===== config.mk =====
export PLATFORM = sky130hd
export DESIGN_NAME = control_subcmd_fillrect_pattern_flat
export DESIGN_NICKNAME = d
export VERILOG_FILES = /design/src/rtl/control_subcmd_fillrect_pattern_pkg.sv /design/src/rtl/control_subcmd_fillrect_pattern_if.sv /design/src/rtl/control_subcmd_fillrect_pattern_sel.sv /design/src/rtl/control_subcmd_fillrect_pattern.sv /design/src/flat_wrapper.sv
export SDC_FILE = /design/constraint.sdc
export NUM_CORES = 1
export LEC_CHECK = 0
export ABC_AREA = 1
export CORE_ASPECT_RATIO = 1.2
export CORE_MARGIN = 2
export CORE_UTILIZATION = 53
export DETAILED_ROUTE_END_ITERATION = 6
export PLACE_DENSITY = 0.86
export SLEW_MARGIN = 30
export SYNTH_ARGS = -nofsm -noshare
export SYNTH_HDL_FRONTEND = slang
export SYNTH_SLANG_ARGS = --single-unit

===== constraint.sdc =====
create_clock -name clk -period 2.4 [get_ports clk]
set_input_delay 0.24 -clock clk [delete_from_list [all_inputs] [get_ports clk]]
set_output_delay 0.24 -clock clk [all_outputs]
set_load 0.01 [all_outputs]

===== src/rtl/control_subcmd_fillrect_pattern_pkg.sv =====
// Shared types and panel defaults for the rectangle pattern-fill engine.
// Holds the fill mode and FSM state enums plus a width helper.
package control_subcmd_fillrect_pattern_pkg;

   localparam int PIXEL_HEIGHT    = 32;
   localparam int BYTES_PER_PIXEL = 3;

   typedef enum logic [1:0] {
      SOLID   = 2'd0,
      CHECKER = 2'd1,
      HSTRIPE = 2'd2,
      VSTRIPE = 2'd3
   } fill_mode_t;

   typedef enum logic [1:0] {
      IDLE  = 2'd0,
      SETUP = 2'd1,
      WRITE = 2'd2,
      DONE  = 2'd3
   } fillrect_state_t;

   // Index width that never collapses to zero bits.
   function automatic int clog2_min1(input int n);
      return (n <= 2) ? 1 : $clog2(n);
   endfunction

endpackage


===== src/rtl/control_subcmd_fillrect_pattern_if.sv =====
// Decoder <-> fill engine bundle: command fields in, byte-write port
// and done/busy status out. master = decoder side, slave = engine side.
interface control_subcmd_fillrect_pattern_if #(
   parameter int PIXEL_WIDTH     = 64,
   parameter int PIXEL_HEIGHT    =
      control_subcmd_fillrect_pattern_pkg::PIXEL_HEIGHT,
   parameter int BYTES_PER_PIXEL =
      control_subcmd_fillrect_pattern_pkg::BYTES_PER_PIXEL,
   parameter int NUM_LAYERS      = 2
);
   import control_subcmd_fillrect_pattern_pkg::*;

   localparam int CW = $clog2(PIXEL_WIDTH);
   localparam int RW = $clog2(PIXEL_HEIGHT);
   localparam int PW = clog2_min1(BYTES_PER_PIXEL);
   localparam int CB = 8 * BYTES_PER_PIXEL;
   localparam int LW = clog2_min1(NUM_LAYERS);
   localparam int WW = $clog2(PIXEL_WIDTH + 1);
   localparam int HW = $clog2(PIXEL_HEIGHT + 1);

   logic          enable;
   logic          ack;
   logic [CW-1:0] x1;
   logic [RW-1:0] y1;
   logic [WW-1:0] width;
   logic [HW-1:0] height;
   fill_mode_t    mode;
   logic [CB-1:0] color_a;
   logic [CB-1:0] color_b;
   logic [LW-1:0] layer;

   logic [RW-1:0] row;
   logic [CW-1:0] column;
   logic [PW-1:0] pixel;
   logic [LW-1:0] layer_out;
   logic [7:0]    data_out;
   logic          ram_write_enable;
   logic          ram_access_start;
   logic          done;
   logic          busy;

   modport master (
      output enable, ack, x1, y1, width, height,
      output mode, color_a, color_b, layer,
      input  row, column, pixel, layer_out, data_out,
      input  ram_write_enable, ram_access_start,
      input  done, busy
   );

   modport slave (
      input  enable, ack, x1, y1, width, height,
      input  mode, color_a, color_b, layer,
      output row, column, pixel, layer_out, data_out,
      output ram_write_enable, ram_access_start,
      output done, busy
   );

endinterface


===== src/rtl/control_subcmd_fillrect_pattern_sel.sv =====
// Pattern bit from mode and panel row/column, then colour mux and
// byte select. Ports: mode/row/col/colours/pixel in, data byte out.
module control_subcmd_fillrect_pattern_sel
   import control_subcmd_fillrect_pattern_pkg::*;
#(
   parameter int CW        = 6,
   parameter int RW        = 5,
   parameter int PW        = 2,
   parameter int CB        = 24,
   parameter int CELL_LOG2 = 2
) (
   input  fill_mode_t    mode_i,
   input  logic [RW-1:0] row_i,
   input  logic [CW-1:0] col_i,
   input  logic [CB-1:0] color_a_i,
   input  logic [CB-1:0] color_b_i,
   input  logic [PW-1:0] pixel_i,
   output logic [7:0]    data_o
);

   logic          row_bit;
   logic          col_bit;
   logic          pat;
   logic [CB-1:0] sel_color;

   // Cell parity is bit CELL_LOG2 of the coordinate; a cell wider
   // than the panel yields a constant 0.
   always_comb begin
      row_bit = |(row_i & (RW'(1) << CELL_LOG2));
      col_bit = |(col_i & (CW'(1) << CELL_LOG2));
      pat     = 1'b0;
      unique case (mode_i)
         SOLID:   pat = 1'b0;
         CHECKER: pat = row_bit ^ col_bit;
         HSTRIPE: pat = row_bit;
         VSTRIPE: pat = col_bit;
      endcase
      sel_color = pat ? color_b_i : color_a_i;
      data_o    = 8'(sel_color >> {pixel_i, 3'b000});
   end

endmodule


===== src/rtl/control_subcmd_fillrect_pattern.sv =====
// Rectangle pattern fill: one colour byte per cycle, bottom-right to
// top-left, bytes high to low. Ports: clk, reset (async, low),
// bus (slave: command in, write port + done/busy out).
// Build option FILLRECT_CLIP_EN: skip off-panel rows/columns;
// otherwise coordinates wrap modulo the panel size.
module control_subcmd_fillrect_pattern #(
   parameter int PIXEL_WIDTH     = 64,
   parameter int PIXEL_HEIGHT    =
      control_subcmd_fillrect_pattern_pkg::PIXEL_HEIGHT,
   parameter int BYTES_PER_PIXEL =
      control_subcmd_fillrect_pattern_pkg::BYTES_PER_PIXEL,
   parameter int NUM_LAYERS      = 2,
   parameter int CELL_LOG2       = 2
) (
   input logic clk,
   input logic reset,
   control_subcmd_fillrect_pattern_if.slave bus
);
   import control_subcmd_fillrect_pattern_pkg::*;

   localparam int CW = $clog2(PIXEL_WIDTH);
   localparam int RW = $clog2(PIXEL_HEIGHT);
   localparam int PW = clog2_min1(BYTES_PER_PIXEL);
   localparam int CB = 8 * BYTES_PER_PIXEL;
   localparam int LW = clog2_min1(NUM_LAYERS);
   localparam int XW = CW + 1;
   localparam int YW = RW + 1;

   localparam logic [XW-1:0] X_MAX = XW'(PIXEL_WIDTH - 1);
   localparam logic [YW-1:0] Y_MAX = YW'(PIXEL_HEIGHT - 1);
   localparam logic [PW-1:0] P_TOP = PW'(BYTES_PER_PIXEL - 1);

   fillrect_state_t state_q, state_d;
   logic            arm_q, arm_d;
   logic            first_q, first_d;
   fill_mode_t      mode_q, mode_d;
   logic [CB-1:0]   ca_q, ca_d;
   logic [CB-1:0]   cb_q, cb_d;
   logic [LW-1:0]   layer_q, layer_d;
   logic [XW-1:0]   x1_q, x1_d;
   logic [XW-1:0]   xs_q, xs_d;
   logic [XW-1:0]   col_q, col_d;
   logic [YW-1:0]   y1_q, y1_d;
   logic [YW-1:0]   row_q, row_d;
   logic [PW-1:0]   pix_q, pix_d;

   logic [XW-1:0]   x_end;
   logic [YW-1:0]   y_end;
   logic [XW-1:0]   x_start;
   logic [YW-1:0]   y_start;
   logic            empty;
   logic            wr;
   logic [7:0]      byte_w;

   // End corner kept one bit wider so it never truncates.
   always_comb begin
      x_end = {1'b0, bus.x1} + XW'(bus.width) - XW'(1);
      y_end = {1'b0, bus.y1} + YW'(bus.height) - YW'(1);
      empty = (bus.width == '0) || (bus.height == '0);
`ifdef FILLRECT_CLIP_EN
      x_start = (x_end > X_MAX) ? X_MAX : x_end;
      y_start = (y_end > Y_MAX) ? Y_MAX : y_end;
      empty   = empty
              || ({1'b0, bus.x1} > X_MAX)
              || ({1'b0, bus.y1} > Y_MAX);
`else
      x_start = x_end;
      y_start = y_end;
`endif
   end

   always_ff @(posedge clk or negedge reset) begin
      if (!reset) begin
         state_q <= IDLE;
         arm_q   <= 1'b1;
         first_q <= 1'b0;
         mode_q  <= SOLID;
         ca_q    <= '0;
         cb_q    <= '0;
         layer_q <= '0;
         x1_q    <= '0;
         xs_q    <= '0;
         col_q   <= '0;
         y1_q    <= '0;
         row_q   <= '0;
         pix_q   <= '0;
      end else begin
         state_q <= state_d;
         arm_q   <= arm_d;
         first_q <= first_d;
         mode_q  <= mode_d;
         ca_q    <= ca_d;
         cb_q    <= cb_d;
         layer_q <= layer_d;
         x1_q    <= x1_d;
         xs_q    <= xs_d;
         col_q   <= col_d;
         y1_q    <= y1_d;
         row_q   <= row_d;
         pix_q   <= pix_d;
      end
   end

   // arm_q: a new fill needs enable to have been low since the
   // last start, so a held enable cannot retrigger.
   always_comb begin
      state_d = state_q;
      arm_d   = arm_q | ~bus.enable;
      first_d = first_q;
      mode_d  = mode_q;
      ca_d    = ca_q;
      cb_d    = cb_q;
      layer_d = layer_q;
      x1_d    = x1_q;
      xs_d    = xs_q;
      col_d   = col_q;
      y1_d    = y1_q;
      row_d   = row_q;
      pix_d   = pix_q;
      unique case (state_q)
         IDLE: begin
            if (bus.enable && arm_q) begin
               state_d = SETUP;
               arm_d   = 1'b0;
            end
         end
         SETUP: begin
            if (!bus.enable) begin
               state_d = IDLE;
            end else begin
               mode_d  = bus.mode;
               ca_d    = bus.color_a;
               cb_d    = bus.color_b;
               layer_d = bus.layer;
               x1_d    = {1'b0, bus.x1};
               y1_d    = {1'b0, bus.y1};
               xs_d    = x_start;
               col_d   = x_start;
               row_d   = y_start;
               pix_d   = P_TOP;
               first_d = 1'b1;
               state_d = empty ? DONE : WRITE;
            end
         end
         WRITE: begin
            if (!bus.enable) begin
               state_d = IDLE;
            end else begin
               first_d = 1'b0;
               if (pix_q != '0) begin
                  pix_d = pix_q - PW'(1);
               end else begin
                  pix_d = P_TOP;
                  if (col_q != x1_q) begin
                     col_d = col_q - XW'(1);
                  end else begin
                     col_d = xs_q;
                     if (row_q != y1_q) begin
                        row_d = row_q - YW'(1);
                     end else begin
                        state_d = DONE;
                     end
                  end
               end
            end
         end
         DONE: begin
            if (bus.ack) begin
               state_d = IDLE;
            end
         end
         default: state_d = IDLE;
      endcase
   end

   control_subcmd_fillrect_pattern_sel #(
      .CW        (CW),
      .RW        (RW),
      .PW        (PW),
      .CB        (CB),
      .CELL_LOG2 (CELL_LOG2)
   ) u_sel (
      .mode_i    (mode_q),
      .row_i     (row_q[RW-1:0]),
      .col_i     (col_q[CW-1:0]),
      .color_a_i (ca_q),
      .color_b_i (cb_q),
      .pixel_i   (pix_q),
      .data_o    (byte_w)
   );

   // Dropping the top coordinate bit gives the modulo-panel wrap.
   assign wr                   = (state_q == WRITE);
   assign bus.ram_write_enable = wr;
   assign bus.ram_access_start = wr & first_q;
   assign bus.done             = (state_q == DONE);
   assign bus.busy             = (state_q != IDLE);
   assign bus.row              = wr ? row_q[RW-1:0] : '0;
   assign bus.column           = wr ? col_q[CW-1:0] : '0;
   assign bus.pixel            = wr ? pix_q : '0;
   assign bus.layer_out        = wr ? layer_q : '0;
   assign bus.data_out         = wr ? byte_w : '0;

endmodule


===== src/flat_wrapper.sv =====
// flat-port wrapper written by rule: the top's interface ports become plain ports
module control_subcmd_fillrect_pattern_flat import control_subcmd_fillrect_pattern_pkg::*;
#(
   parameter int PIXEL_WIDTH     = 64,
   parameter int PIXEL_HEIGHT    =
      control_subcmd_fillrect_pattern_pkg::PIXEL_HEIGHT,
   parameter int BYTES_PER_PIXEL =
      control_subcmd_fillrect_pattern_pkg::BYTES_PER_PIXEL,
   parameter int NUM_LAYERS      = 2,
   parameter int CELL_LOG2       = 2
)
  (clk, reset, bus_enable, bus_ack, bus_x1, bus_y1, bus_width, bus_height, bus_mode, bus_color_a, bus_color_b, bus_layer, bus_row, bus_column, bus_pixel, bus_layer_out, bus_data_out, bus_ram_write_enable, bus_ram_access_start, bus_done, bus_busy);
  control_subcmd_fillrect_pattern_if #(.PIXEL_WIDTH(PIXEL_WIDTH), .PIXEL_HEIGHT(PIXEL_HEIGHT), .BYTES_PER_PIXEL(BYTES_PER_PIXEL), .NUM_LAYERS(NUM_LAYERS)) bus_i ();
  input logic clk;
  input logic reset;
  input wire logic [$bits(bus_i.enable)-1:0] bus_enable;
  input wire logic [$bits(bus_i.ack)-1:0] bus_ack;
  input wire logic [$bits(bus_i.x1)-1:0] bus_x1;
  input wire logic [$bits(bus_i.y1)-1:0] bus_y1;
  input wire logic [$bits(bus_i.width)-1:0] bus_width;
  input wire logic [$bits(bus_i.height)-1:0] bus_height;
  input wire logic [$bits(bus_i.mode)-1:0] bus_mode;
  input wire logic [$bits(bus_i.color_a)-1:0] bus_color_a;
  input wire logic [$bits(bus_i.color_b)-1:0] bus_color_b;
  input wire logic [$bits(bus_i.layer)-1:0] bus_layer;
  output wire logic [$bits(bus_i.row)-1:0] bus_row;
  output wire logic [$bits(bus_i.column)-1:0] bus_column;
  output wire logic [$bits(bus_i.pixel)-1:0] bus_pixel;
  output wire logic [$bits(bus_i.layer_out)-1:0] bus_layer_out;
  output wire logic [$bits(bus_i.data_out)-1:0] bus_data_out;
  output wire logic [$bits(bus_i.ram_write_enable)-1:0] bus_ram_write_enable;
  output wire logic [$bits(bus_i.ram_access_start)-1:0] bus_ram_access_start;
  output wire logic [$bits(bus_i.done)-1:0] bus_done;
  output wire logic [$bits(bus_i.busy)-1:0] bus_busy;
  assign bus_i.enable = bus_enable;
  assign bus_i.ack = bus_ack;
  assign bus_i.x1 = bus_x1;
  assign bus_i.y1 = bus_y1;
  assign bus_i.width = bus_width;
  assign bus_i.height = bus_height;
  assign bus_i.mode = bus_mode;
  assign bus_i.color_a = bus_color_a;
  assign bus_i.color_b = bus_color_b;
  assign bus_i.layer = bus_layer;
  assign bus_row = bus_i.row;
  assign bus_column = bus_i.column;
  assign bus_pixel = bus_i.pixel;
  assign bus_layer_out = bus_i.layer_out;
  assign bus_data_out = bus_i.data_out;
  assign bus_ram_write_enable = bus_i.ram_write_enable;
  assign bus_ram_access_start = bus_i.ram_access_start;
  assign bus_done = bus_i.done;
  assign bus_busy = bus_i.busy;
  control_subcmd_fillrect_pattern #(.PIXEL_WIDTH(PIXEL_WIDTH), .PIXEL_HEIGHT(PIXEL_HEIGHT), .BYTES_PER_PIXEL(BYTES_PER_PIXEL), .NUM_LAYERS(NUM_LAYERS), .CELL_LOG2(CELL_LOG2)) u_core (.clk(clk), .reset(reset), .bus(bus_i));
endmodule

Word-level counts from Yosys, hierarchy flattened
Index checks and enable logic that the tools add are counted.
Storage, ports and cells
  bits in registers: 88
  latch bits: 0
  memory bits (writable): 0
  memory bits (read-only): 0
  output and inout port bits: 26
  word-level logic and storage cells: 93
  memories: 0
Cells by class
  add/sub/neg operators: 7
  $mul: 0
  divide/modulo/power cells: 0
  magnitude comparators: 0
  eq/ne operators: 18
  shift operators: 1
  muxes and demuxes: 36
  bitwise logic cells: 4
  reduce and logical (&&, ||, !) cells: 14
Operator list (number)
  two-way mux 6 bit: 6
  two-way mux 7 bit: 4
  two-way mux 24 bit: 1
  >> shifter 24 x 5 -> 8 bit: 1
  two-way mux 2 bit: 11
  one-hot mux 7 bit (2 select lines): 1
  subtractor 7 x 1 -> 7 bit, second input constant: 2
  inequality test 2 bit, second input constant: 6
  one-hot mux 6 bit (2 select lines): 1
  subtractor 6 x 1 -> 6 bit, second input constant: 2
  inequality test 3 bit, second input constant: 3
  == test 2 bit, second input constant: 4
  two-way mux 8 bit: 1
  one-hot mux 2 bit (4 select lines): 1
  adder 6 x 7 -> 7 bit: 1
  zero test 7 bit: 1
  inequality test 7 x 6 -> 1 bit: 1
  adder 5 x 6 -> 6 bit: 1
  zero test 6 bit: 1
  two-way mux 1 bit: 6
  inequality test 6 x 5 -> 1 bit: 1
  AND reduction 6 bit: 1
  nonzero test 2 bit: 3
  two-way mux 5 bit: 1
  other kinds (17): 19

Longest topological paths before layout
  depth in word-level cells: 6
  mapped depth: 14
  gate-level depth less buffers: 14

Modules after synthesis
A second synthesis with hierarchy kept.
Second synthesis, totals
  cells, all modules: 834
  area total of the unflattened synthesis: 5755.5 µm²
Modules (own cells, without submodules)
  control_subcmd_fillrect_pattern: instances 1, cells an instance 669, area an instance 5016.1 µm², seq. area each 2203.4 µm²
  control_subcmd_fillrect_pattern_sel: instances 1, cells an instance 165, area an instance 739.5 µm², seq. area each 0.0 µm²

Worst setup path before layout
No wires, ideal clock.
  path type: input -> register
  from: input bus_width[1]
  to: register u_core.col_q[5]
  data arrival time: 1.752 ns
  path slack: 0.532 ns
  stages on the path: 14
  buffers on the path: 0
  cell sequence: inv_1 > ha_1 > inv_1 > ha_1 > inv_1 > fa_1 > nand3b_1 > nand2_1 > xnor2_1 > nand2_1 > nand2_1 > inv_1 > nand2_1 > nand2_1
On the way
  word-level cells in the longest chain between the ends: 4
Ends and longest elaborated chain
  from (decl): RTL line flat_wrapper.sv:20  | input wire logic [$bits(bus_i.width)-1:0] bus_width;
  adder 6 x 7 -> 7 bit: RTL line control_subcmd_fillrect_pattern.sv:57  | x_end = {1'b0, bus.x1} + XW'(bus.width) - XW'(1);
  subtractor 7 x 1 -> 7 bit: RTL line control_subcmd_fillrect_pattern.sv:57
  two-way mux 7 bit: RTL line control_subcmd_fillrect_pattern.sv:128  | if (!bus.enable) begin
  one-hot mux 7 bit (2 select lines): RTL line control_subcmd_fillrect_pattern.sv:120  | unique case (state_q)
  to (signal assigned): RTL line control_subcmd_fillrect_pattern.sv:97  | col_q <= col_d;
  to (decl): RTL line control_subcmd_fillrect_pattern.sv:42  | logic [XW-1:0] col_q, col_d;
No other way between the ends. The select of a mux whose other input is x is not followed.
A chain may end at the register's enable or synchronous reset.

Final worst setup path
  from: register u_core.mode_q[1]
  to: output bus_data_out[3]
On the way
  word-level cells in the longest chain between the ends: 5
  elaborated cells between the ends (all ways): 8
  those cells by class: eq/ne: 3; shift: 1; mux: 3; reduce/logical: 1
Ends and longest elaborated chain
  from (decl): RTL line control_subcmd_fillrect_pattern.sv:36  | fill_mode_t mode_q, mode_d;
  from (signal assigned): RTL line control_subcmd_fillrect_pattern.sv:91  | mode_q <= mode_d;
  == test 2 bit, or another cell as far along: RTL line control_subcmd_fillrect_pattern_sel.sv:32  | unique case (mode_i)
  one-hot mux 1 bit (4 select lines) *: RTL line control_subcmd_fillrect_pattern_sel.sv:32
  two-way mux 24 bit *: RTL line control_subcmd_fillrect_pattern_sel.sv:38  | sel_color = pat ? color_b_i : color_a_i;
  >> shifter 24 x 5 -> 8 bit *: RTL line control_subcmd_fillrect_pattern_sel.sv:39  | data_o = 8'(sel_color >> {pixel_i, 3'b000});
  two-way mux 8 bit *: RTL line control_subcmd_fillrect_pattern.sv:202  | assign bus.data_out = wr ? byte_w : '0;
  to (decl): RTL line flat_wrapper.sv:30  | output wire logic [$bits(bus_i.data_out)-1:0] bus_data_out;
Mark *: on every way between the ends. The rest lies on a longest branch, timed or not.

==> results.py <==
metrics = {
    "outcome": {
        "status": "complete, no violations",
    },
    "power_and_ir_drop": {
        "leakage_nw": 3.65,
        "ir_drop_mv": 0.677,
        "p_per_area_nw_per_um2": 1190,
    },
    "synth": {
        "synthTopCellsByArea": "dfrtp_1 (40%), nand2_1 (18%), nand3_1 (7.6%), inv_1 (7.5%), ha_1 (5.5%)",
        "syn_inst": 775,
        "ys.flop_type": "dfrtp_1",
        "ys_seq_area_share_pct": 40.2,
        "ys_types": 32,
        "syn_avg_cell_area_um2": 7.08,
        "yosysWarnings": 0,
        "post-synth-top-count-cell": "nand2_1",
        "synthTopCellsByCount": "nand2_1 (263), inv_1 (110), dfrtp_1 (87)",
        "async_flop_share_pct": 100,
        "synth_nets": 880,
        "synth_edf_count": 0,
        "synth_top_area_share_pct": 39.7,
        "synth-seq-cells": 88,
        "synth_area_leader_cell": "dfrtp_1",
        "syn-cell-area_um2": 5490,
    },
    "setup_path": {
        "rrSetupSlack_ns": 0.63,
        "required_ns": 2.16,
        "cp-end-kind": "output pin",
        "arrival_ns": 2.01,
        "critPathLaunchType": "flop",
        "rr_endpoint": "u_core.row_q[2]$_DFFE_PN0P_",
        "critPathKind": "flop to output pin",
        "cp_max_fo": 24,
        "reg2reg_depth": 8,
        "rr_startpoint": "u_core.state_q[1]$_DFFE_PN0P_",
    },
    "final_layout": {
        "fin_nets": 985,
        "drive_gt1_share_pct": 7.46,
        "diodes": 0,
        "stdcell_count": 1011,
        "area_delta_synth_final_pct": 27.1,
        "regArea_um2": 2200,
        "multi_input_comb_area_um2": 2670,
        "num-fill-cells": 794,
    },
    "sta": {
        "rsz0062_at_grt": "false",
        "hold_violations": 0,
        "slew_headroom_pct": 65.3,
        "fmax_mhz": 445,
        "post-route-min-period_ns": 2.25,
        "fin_tns_setup_ns": 0,
        "finalSetupViolCount": 0,
        "slew_violations": 0,
        "worst_slew_pin_slew_ns": 0.521,
        "skew_ns": 0.00712,
        "min_period_over_period_pct": 93.6,
    },
    "placed_design": {
        "gp_congestion": 0.904,
        "dp_cells": 993,
        "portBuffers": 104,
        "dp_hpwl_mm": 9.67,
    },
    "clock_tree": {
        "clk_pin_slew_worst_paths_ns": 0.07,
        "cts_made_buffers": 9,
        "clock-sinks": 88,
        "insertion_delay_ns": 0.34,
        "cts_buffer_depth": 2,
        "cts_max_level": 3,
        "root_buffer": "clkbuf_16",
        "cts_tree": "built",
    },
    "global_route": {
        "grtUsageTotal_pct": 25.2,
        "grt_antenna_before_repair": 0,
        "grt_max_degree": 50,
        "grt-ovfl-total": 0,
        "grt_pass1_wl_mm": 23.1,
        "grt_pass1_vias": 4939,
    },
    "floorplanning": {
        "die_w_um": 96.9,
        "rows": 40,
        "die_h_um": 115,
        "core_area_um2": 10100,
        "ios": 105,
        "die_area_um2": 11200,
        "start_util_pct": 54.5,
    },
    "drt": {
        "routed_wl_mm": 13.6,
        "drtPass1Iterations": 7,
        "post_drt_via_cell_ratio": 5.19,
        "drc": 0,
        "vias": 5245,
        "dr.first_iter.drc_count": 494,
        "wl_per_cell_um": 13.5,
        "ant_nets": 0,
    },
    "run": {
        "cap_violations": 0,
    },
    "hold_path": {
        "hold_path_class": "primary input to async pin",
    },
}
## power by group
part           switching (mW)  total, mW  internal [mW]
sequential              0.456       2.64           2.19
clock                   0.611       1.35          0.739
combinational            2.61       4.27           1.66
total                    3.67       8.26           4.59
## layout make-up
cell class	count	share of cell area [%]
tap	126	2.26
sequential	88	31.6
timing repair buffer	124	17.4
multi-input combinational	539	38.3
clock buffer	11	3.48
clock inverter	5	0.557
inverter	118	6.43
## worst max path at each step
stage | startpoint | endpoint | slack, ns | cells past startpoint
floorplan | bus_width[1] | u_core.col_q[5]$_DFFE_PN0P_ | 0.53 | 14
global placement | bus_width[1] | u_core.col_q[5]$_DFFE_PN0P_ | -0.02 | 15
detailed placement | bus_height[1] | u_core.row_q[5]$_DFFE_PN0P_ | -0.02 | 13
CTS | u_core.row_q[2]$_DFFE_PN0P_ | bus_data_out[6] | 0.14 | 11
global route | u_core.row_q[2]$_DFFE_PN0P_ | bus_data_out[6] | 0.004 | 11
finish | u_core.mode_q[1]$_DFFE_PN0P_ | bus_data_out[3] | 0.15 | 11
## what timing repair did
item,4_1_cts,5_1_grt
hold buffers,1,0
hold endpoints to repair,38,0
setup endpoints to repair,8,1
gates resized for setup,11,1
setup buffers,1,0
## sequential cells by signal, indices dropped and copies added (netlist names), 5 cells and up
register and cells:
u_core.ca_q 24, u_core.cb_q 24, u_core.col_q 7, u_core.row_q 6
u_core.x1_q 6, u_core.xs_q 7, u_core.y1_q 5
## logic make-up (layout without fill, tap and decap cells)
group / after synthesis / after routing / share of synthesized area (%)
DFF: 88 / 88 / 40.2
xor gates and xnor gates: 8 / 8 / 1.28
adders and majority gates: 26 / 26 / 6.20
AOI/OAI and AO/OA: 80 / 80 / 7.64
and+or+nand+nor: 425 / 425 / 33.5
buffers and inverters: 148 / 258 / 11.2
## layout by cell type, fill, tap and decap left out, types with 2 or more instances in the layout
cell,instances
nand3b_1,4
o21ai_2,3
nand2_2,7
xnor2_1,2
o21ai_0,49
nand3_1,83
a21oi_1,24
inv_2,5
inv_1,109
inv_4,2
xor2_1,6
nor2_4,2
nand4_1,7
ha_1,24
dfrtp_1,86
nand2_1,263
clkbuf_16,9
buf_4,17
clkinv_1,2
nor2_2,2
dlygate4sd2_1,7
fa_1,2
nor2_1,48
nand3_2,2
inv_6,2
clkdlybuf4s50_1,95
buf_12,2
nand2_4,5
## per-stage QoR
step / hold slack [ns] / worst slack [ns] / instance area [um^2] / total power, mW / util, %
floorplan: -0.0556 / 0.532 / 5490 / 5.54 / -
global placement: 0.245 / -0.0155 / 6670 / 6.76 / 66.3
detailed placement: 0.247 / -0.0189 / 6670 / 6.86 / 66.3
CTS: 0.428 / 0.142 / 6970 / 8.22 / 69.3
global route: 0.444 / 0.00374 / 6970 / 8.95 / 69.3
finish: 0.418 / 0.155 / 6970 / 8.26 / 69.3
## layer usage
metal	up-vias	track usage, %	wire, um
li1	2631	-	-
met1	2396	33.1	5970
met2	200	43.5	6690
met3	18	3.98	710
met4	0	7.61	240
met5	-	0	0
## worst max-delay path, cell delays in order, from the launching register on
cell and delay (ns):
dfrtp_1 0.39, inv_1 0.10, nand2_2 0.07, o21ai_2 0.06, nand2_2 0.09, nand2_2 0.08, buf_12 0.16, nand2_1 0.06
nand3_1 0.09, nand2_1 0.06, a21oi_1 0.20, dlygate4sd2_1 0.30
(Power assumes the default switching activity.)
